**src/rtl/ula_arbitro.sv**
```systemverilog
// Arbiter that shares one combinational ALU between two requesters with round-robin priority.
// Operands are latched on grant, and the result is returned through a valid/ready handshake.
module ula_arbitro #(
    parameter int LARGURA = 8,
    parameter int OP_W    = 3
) (
    input  logic               clock,
    input  logic               reset,

    input  logic               req0,
    input  logic [LARGURA-1:0] op0_a,
    input  logic [LARGURA-1:0] op0_b,
    input  logic [OP_W-1:0]    sinal0,
    output logic               aceito0,
    output logic               valido0,
    input  logic               pronto0,
    output logic [LARGURA-1:0] resultado0,
    output logic               zero0,

    input  logic               req1,
    input  logic [LARGURA-1:0] op1_a,
    input  logic [LARGURA-1:0] op1_b,
    input  logic [OP_W-1:0]    sinal1,
    output logic               aceito1,
    output logic               valido1,
    input  logic               pronto1,
    output logic [LARGURA-1:0] resultado1,
    output logic               zero1,

    output logic [LARGURA-1:0] alu_entrada1,
    output logic [LARGURA-1:0] alu_entrada2,
    output logic [OP_W-1:0]    alu_sinal,
    input  logic [LARGURA-1:0] alu_saida,
    input  logic               alu_zero,

    output logic               ocupado
);

    typedef enum logic [1:0] {StOcioso, StExecuta, StResposta} estado_t;

    estado_t            estado_q, estado_d;
    logic               prioridade_q, prioridade_d;
    logic               concedido_q, concedido_d;
    logic [LARGURA-1:0] entrada1_q, entrada1_d;
    logic [LARGURA-1:0] entrada2_q, entrada2_d;
    logic [OP_W-1:0]    sinal_q, sinal_d;
    logic [1:0]         aceito_q, aceito_d;
    logic [1:0]         valido_q, valido_d;
    logic [1:0]         zero_q, zero_d;
    logic [LARGURA-1:0] resultado0_q, resultado0_d;
    logic [LARGURA-1:0] resultado1_q, resultado1_d;

    logic               vencedor;
    logic               pronto_sel;

    always_ff @(posedge clock or posedge reset) begin
        if (reset) begin
            estado_q     <= StOcioso;
            prioridade_q <= 1'b0;
            concedido_q  <= 1'b0;
            entrada1_q   <= '0;
            entrada2_q   <= '0;
            sinal_q      <= '0;
            aceito_q     <= '0;
            valido_q     <= '0;
            zero_q       <= '0;
            resultado0_q <= '0;
            resultado1_q <= '0;
        end else begin
            estado_q     <= estado_d;
            prioridade_q <= prioridade_d;
            concedido_q  <= concedido_d;
            entrada1_q   <= entrada1_d;
            entrada2_q   <= entrada2_d;
            sinal_q      <= sinal_d;
            aceito_q     <= aceito_d;
            valido_q     <= valido_d;
            zero_q       <= zero_d;
            resultado0_q <= resultado0_d;
            resultado1_q <= resultado1_d;
        end
    end

    always_comb begin
        estado_d     = estado_q;
        prioridade_d = prioridade_q;
        concedido_d  = concedido_q;
        entrada1_d   = entrada1_q;
        entrada2_d   = entrada2_q;
        sinal_d      = sinal_q;
        aceito_d     = 2'b00;
        valido_d     = valido_q;
        zero_d       = zero_q;
        resultado0_d = resultado0_q;
        resultado1_d = resultado1_q;

        // A lone requester wins outright; priority only breaks ties.
        vencedor   = (req0 && req1) ? prioridade_q : req1;
        pronto_sel = concedido_q ? pronto1 : pronto0;

        unique case (estado_q)
            StOcioso: begin
                if (req0 || req1) begin
                    concedido_d = vencedor;
                    entrada1_d  = vencedor ? op1_a  : op0_a;
                    entrada2_d  = vencedor ? op1_b  : op0_b;
                    sinal_d     = vencedor ? sinal1 : sinal0;
                    aceito_d    = vencedor ? 2'b10  : 2'b01;
                    estado_d    = StExecuta;
                end
            end
            StExecuta: begin
                if (concedido_q) begin
                    resultado1_d = alu_saida;
                    zero_d[1]    = alu_zero;
                    valido_d     = 2'b10;
                end else begin
                    resultado0_d = alu_saida;
                    zero_d[0]    = alu_zero;
                    valido_d     = 2'b01;
                end
                estado_d = StResposta;
            end
            StResposta: begin
                if (pronto_sel && valido_q[concedido_q]) begin
                    valido_d     = 2'b00;
                    prioridade_d = ~concedido_q;
                    estado_d     = StOcioso;
                end
            end
            default: estado_d = StOcioso;
        endcase
    end

    assign alu_entrada1 = entrada1_q;
    assign alu_entrada2 = entrada2_q;
    assign alu_sinal    = sinal_q;

    assign aceito0    = aceito_q[0];
    assign aceito1    = aceito_q[1];
    assign valido0    = valido_q[0];
    assign valido1    = valido_q[1];
    assign zero0      = zero_q[0];
    assign zero1      = zero_q[1];
    assign resultado0 = resultado0_q;
    assign resultado1 = resultado1_q;
    assign ocupado    = (estado_q != StOcioso);

endmodule

```
**config.mk**
```make
export PLATFORM = sky130hd
export DESIGN_NAME = ula_arbitro
export DESIGN_NICKNAME = d
export VERILOG_FILES = /design/src/rtl/ula_arbitro.sv
export SDC_FILE = /design/constraint.sdc
export NUM_CORES = 1
export LEC_CHECK = 0
export BUFFER_PORTS_ARGS = -buffer_cell sky130_fd_sc_hd__clkbuf_2
export CAP_MARGIN = 20
export CORE_ASPECT_RATIO = 1.2
export CORE_UTILIZATION = 43
export CTS_BUF_LIST = sky130_fd_sc_hd__clkbuf_4 sky130_fd_sc_hd__clkbuf_8
export CTS_CLUSTER_DIAMETER = 100
export CTS_CLUSTER_SIZE = 25
export DETAILED_ROUTE_END_ITERATION = 12
export GPL_TIMING_DRIVEN = 0
export HOLD_SLACK_MARGIN = 0.02
export PLACE_DENSITY = 0.83
export SETUP_SLACK_MARGIN = 0.1
export SYNTH_ARGS = -nofsm -noshare
export SYNTH_HDL_FRONTEND = slang
export SYNTH_SLANG_ARGS = --single-unit
```
**constraint.sdc**
```tcl
create_clock -name clock -period 1.3 [get_ports clock]
set_clock_uncertainty 0.05 [all_clocks]
set_input_delay 0.26 -clock clock [delete_from_list [all_inputs] [get_ports clock]]
set_output_delay 0.26 -clock clock [all_outputs]
set_load 0.1 [all_outputs]
```
* After elaboration in Yosys (flattened, before gate mapping) *
Cells that the tools add are included.
W data, S select, Z words.

cells by class
  add/subtract/negate cells = 0
  shift-type cells = 0
  divide/modulo/power cells = 0
  reductions and logical operators = 12
  $mul = 0
  magnitude comparators = 1
  bitwise logic cells = 1
  equal/unequal tests = 4
  muxes and demuxes = 15

operators by type and width
  cell                  number
  $mux W8               2
  $mux W2               6
  $reduce_and A2 Y1     6
  $pmux W2 S3           1
  $mux W1               4
  $ne A2 B2 Y1 const B  2
  $pmux W2 S2           1
  $reduce_bool A2 Y1    2
  $mux W3               1
  $eq A2 B1 Y1 const B  1
  $eq A2 B2 Y1 const B  1
  $logic_and A1 B1 Y1   2
  $logic_not A2 Y1      1
  $lt A1 B2 Y1 const B  1
  $logic_or A1 B1 Y1    1
  $not A1 Y1            1

word-level totals
  register bits = 45
  memory bits (writable) = 0
  logic and storage cells = 45
  output and inout port bits = 42
  ROM bits = 0
  input bits = 53
  latch bits = 0
  memories kept = 0

* Depth between registers and ports, before layout *
  word-level depth = 5
  mapped depth = 5
  gate-level depth less buffers = 3

* Worst setup path after synthesis *
OpenSTA, ideal clock, no wires.

  path type = register to register
  from = reg valido_q[1]
  to = reg prioridade_q
  arrival time = 1545 ps
  required time = 1185 ps
  setup time = 65 ps
  cell stages (with the launch flop) = 4
  buffers on the path = 0
  slack = -360 ps
  period minus slack after synthesis = 1660 ps
  cell sequence = dfrtp_1 nand3_1 a21oi_1 o22a_1

on the way
  cells in the longest elaborated chain, start to end = 4

RTL lines
  item                                        line  RTL
  from (decl)                                 48    logic [1:0] valido_q, valido_d;
  from (signal assigned)                      77    valido_q <= valido_d;
  $mux W1 (not written as such) (2 in a row)  125   if (pronto_sel && valido_q[concedido_q]) begin
  $logic_and A1 B1 Y1                         125
  $reduce_and A2 Y1 (no line)                 -
  to (signal assigned)                        71    prioridade_q <= prioridade_d;
  to (decl)                                   42    logic prioridade_q, prioridade_d;

No other way between the ends. The select of a mux whose other input is x is not followed.
A chain may end at the register's enable or synchronous reset.

* Worst setup path after layout *
  from = reg estado_q[0]
  to = out ocupado

on the way
  cells in the longest elaborated chain, start to end = 1

RTL lines
  item                    line  RTL
  from (decl)             41    estado_t estado_q, estado_d;
  from (signal assigned)  58    estado_q <= StOcioso;
  from (signal assigned)  70    estado_q <= estado_d;
  $reduce_bool A2 Y1      147   assign ocupado = (estado_q != StOcioso);
  to (decl)               36    output logic ocupado

No other way between the ends.

==> results.toml <==
[synthesis]
synthCells = 181
yosys_warnings = 0
synth_enable_flop_cells = 0
syn_avg_cell_area_um2 = 10.9
yosys-top-cells-area = "dfrtp_1, mux2_2, a31oi_1"
async_reset_ff_share_pct = 100
synth_top_area_share_pct = 57.3
synth_seq_cells = 45
syn_nets = 234
yosys_most_used_dff = "dfrtp_1"
synth_top_area_cell = "dfrtp_1"
yosysSeqAreaShare_pct = 57.3
synthTopCellsByCount = "dfrtp_1, a21oi_1, nand3_1, o21ai_0"
synth_area_um2 = 1960
yosysMostFrequentCell = "dfrtp_1"
ys_types = 23

[min_path]
hold_class = "in -> async"

[sta]
slew_headroom_pct = 34.9
finalSetupViolCount = 47
fin_setup_tns_ns = -9.65
rsz0062_at_grt = "true"
drv_slew = 0
worst_slack_ns = -0.359
period_needed_ns = 1.66
max_freq_mhz = 603
holdWs_ns = 0.0848
min_period_over_period_pct = 128
final_hold_viol_count = 0
worst_pin_slew_ns = 0.974

[cts]
ctsHoldBuffers = 0
htree_num_levels = 2
clock_latency_ns = 0.31
clockBufferDepth = 2
cts_made_buffers = 5
clkTransAtPathRegs_ns = 0.09
clock-sinks = 45
root_buffer = "clkbuf_8"
cts_tree = "built"

[route]
via_count = 2400
drc_errors = 0
final_antenna_net_count = 0
wirelength_um = 10500
via_per_inst = 6.33
drt_iter0_drc = 242
wl_per_cell_um = 27.6
drtPass1Iterations = 5

[floorplan]
core_um2 = 4330
initial_core_util_pct = 45.4
rows = 26
pin_count = 95
die_h_um = 76.0
die_x_um = 63.7
die_area_um2 = 4840

[grt]
antenna_found_initial = 0
grt.overflow.total = 0
grt_usage_pct = 37.6
grt_start_max_net_pins = 46
grt_pass1_vias = 2237
grt_pass1_wl_um = 13200

[critical_path]
worst_setup_path_start_kind = "flip-flop"
cp.required_ns = 0.99
crit_path_max_incr_delay_ns = 0.44
slowest_stage = "dfrtp_1"
r2r_start = "estado_q[0]"
r2r_setup_slack_ns = -0.29
endpoint_kind = "output pin"
worstPathCellList = "nor2_4 > buf_6 > clkinvlp_4 > clkbuf_16"
worst_ep_arrival_time_ns = 1.35
path_max_fanout = 2
crit_start = "estado_q[0]"
path_class = "reg -> out"

[pwr]
p_leak_nw = 1.92
vdd_ir_drop_max_v = 0.000684
cellPowerDensity_nw_per_um2 = 733
total_power_mw = 3.01

[cells_and_area]
drive_above_1_share_pct = 74.0
multi_input_area_um2 = 942
n_fill_cell = 106
num_antenna_cells = 0
seq_area_um2 = 1180
nets = 375
area_growth_pct = 109
final_core_util_pct = 95.1

[flow_run]
maxCapViolCount = 0

[placed_design]
gp_congestion = 0.750
portBuffers = 94
dp_hpwl_um = 3530

[outcome]
violations = "setup timing"
status = "complete, but fails checks"
-- timing repair --
| item | in CTS | in global routing |
|---|---|---|
| pin swaps | 9 | 4 |
| endpoints found under the setup margin | 84 | 87 |
| gates cloned | 3 | 1 |
| setup buffers | 18 | 18 |
| resized for setup | 171 | 20 |
-- through the flow --
step	cell area [um^2]	setup WS [ns]	cells
3_3_place_gp	2580	-0.214	331
2_1_floorplan	2040	-0.225	181
6_report	4110	-0.359	379
3_5_place_dp	2580	-0.214	331
5_1_grt	4110	-0.378	379
4_1_cts	3880	-0.266	360
-- power breakdown --
part / switching [mW] / internal (mW)
combinational: 0.284 / 0.182
clock: 0.524 / 0.592
sequential: 0.0172 / 1.41
-- per-layer routing --
layer	up-vias	GRT usage, %	part of all wire (%)
met5	-	0	0
met4	0	14.3	5.5
met3	53	9.73	9.5
met2	236	63.4	50
met1	1169	45.4	35
li1	942	-	-
-- layout make-up --
| type | instances | area share (%) |
|---|---|---|
| tap | 56 | 1.70 |
| buffer | 14 | 3.50 |
| inverter | 4 | 0.547 |
| timing repair buffer | 133 | 40.0 |
| sequential | 45 | 28.6 |
| clock buffer | 6 | 1.86 |
| clock inverter | 2 | 0.852 |
| multi-input combinational | 119 | 22.9 |
-- registers in the layout (all words and copies together), names as in the netlist --
signal and count:
alu_entrada2 8, zero_q 2, prioridade_q 1, estado_q 2, resultado1 8, valido_q 2
resultado0 8, alu_entrada1 8, aceito_q 2, concedido_q 1, alu_sinal 3
-- worst max-delay path, delay by kind of cell (launching register included) --
| kind | cells | cell delay, ns |
|---|---|---|
| DFF | 1 | 0.44 |
| and+or+nand+nor | 1 | 0.16 |
| buffers and inverters | 3 | 0.42 |
-- cells by family after synthesis --
kind of cell / after synthesis / synth area share (%)
AO/OA/AOI/OAI: 61 / 16.9
AND/OR/NAND/NOR: 38 / 10.7
flip-flops: 45 / 57.3
buffers and inverters: 18 / 4.14
multiplexers: 19 / 10.9
-- placed cells by master (no fill, tap or decap), types with 2 or more instances in the layout --
| cell | count |
|---|---|
| dfrtp_1 | 4 |
| clkinvlp_4 | 2 |
| buf_8 | 2 |
| a31oi_4 | 2 |
| mux2_2 | 12 |
| o21ai_0 | 17 |
| nand2_4 | 2 |
| clkbuf_1 | 2 |
| clkbuf_8 | 7 |
| a21oi_2 | 3 |
| nand2b_4 | 3 |
| a31oi_1 | 14 |
| mux2_4 | 7 |
| clkbuf_2 | 52 |
| buf_6 | 11 |
| clkbuf_16 | 43 |
| inv_1 | 2 |
| nor2_4 | 2 |
| a21oi_1 | 17 |
| a31oi_2 | 3 |
| buf_4 | 30 |
| nor2_1 | 2 |
| dfrtp_2 | 41 |
| o21ai_1 | 2 |
| nand3_1 | 19 |
| nor2b_4 | 3 |
| buf_2 | 4 |
-- worst paths after layout --
path | to | cells after the start
min reg2reg | resultado1[5] | 1
max reg2reg | resultado1[4] | 5
min | resultado0[3] | 2
max | ocupado | 4
min in group clock | alu_entrada2[3] | 3
max in group asynchronous | resultado1[4] | 2
Note: power is estimated with default switching activity, not from simulation.
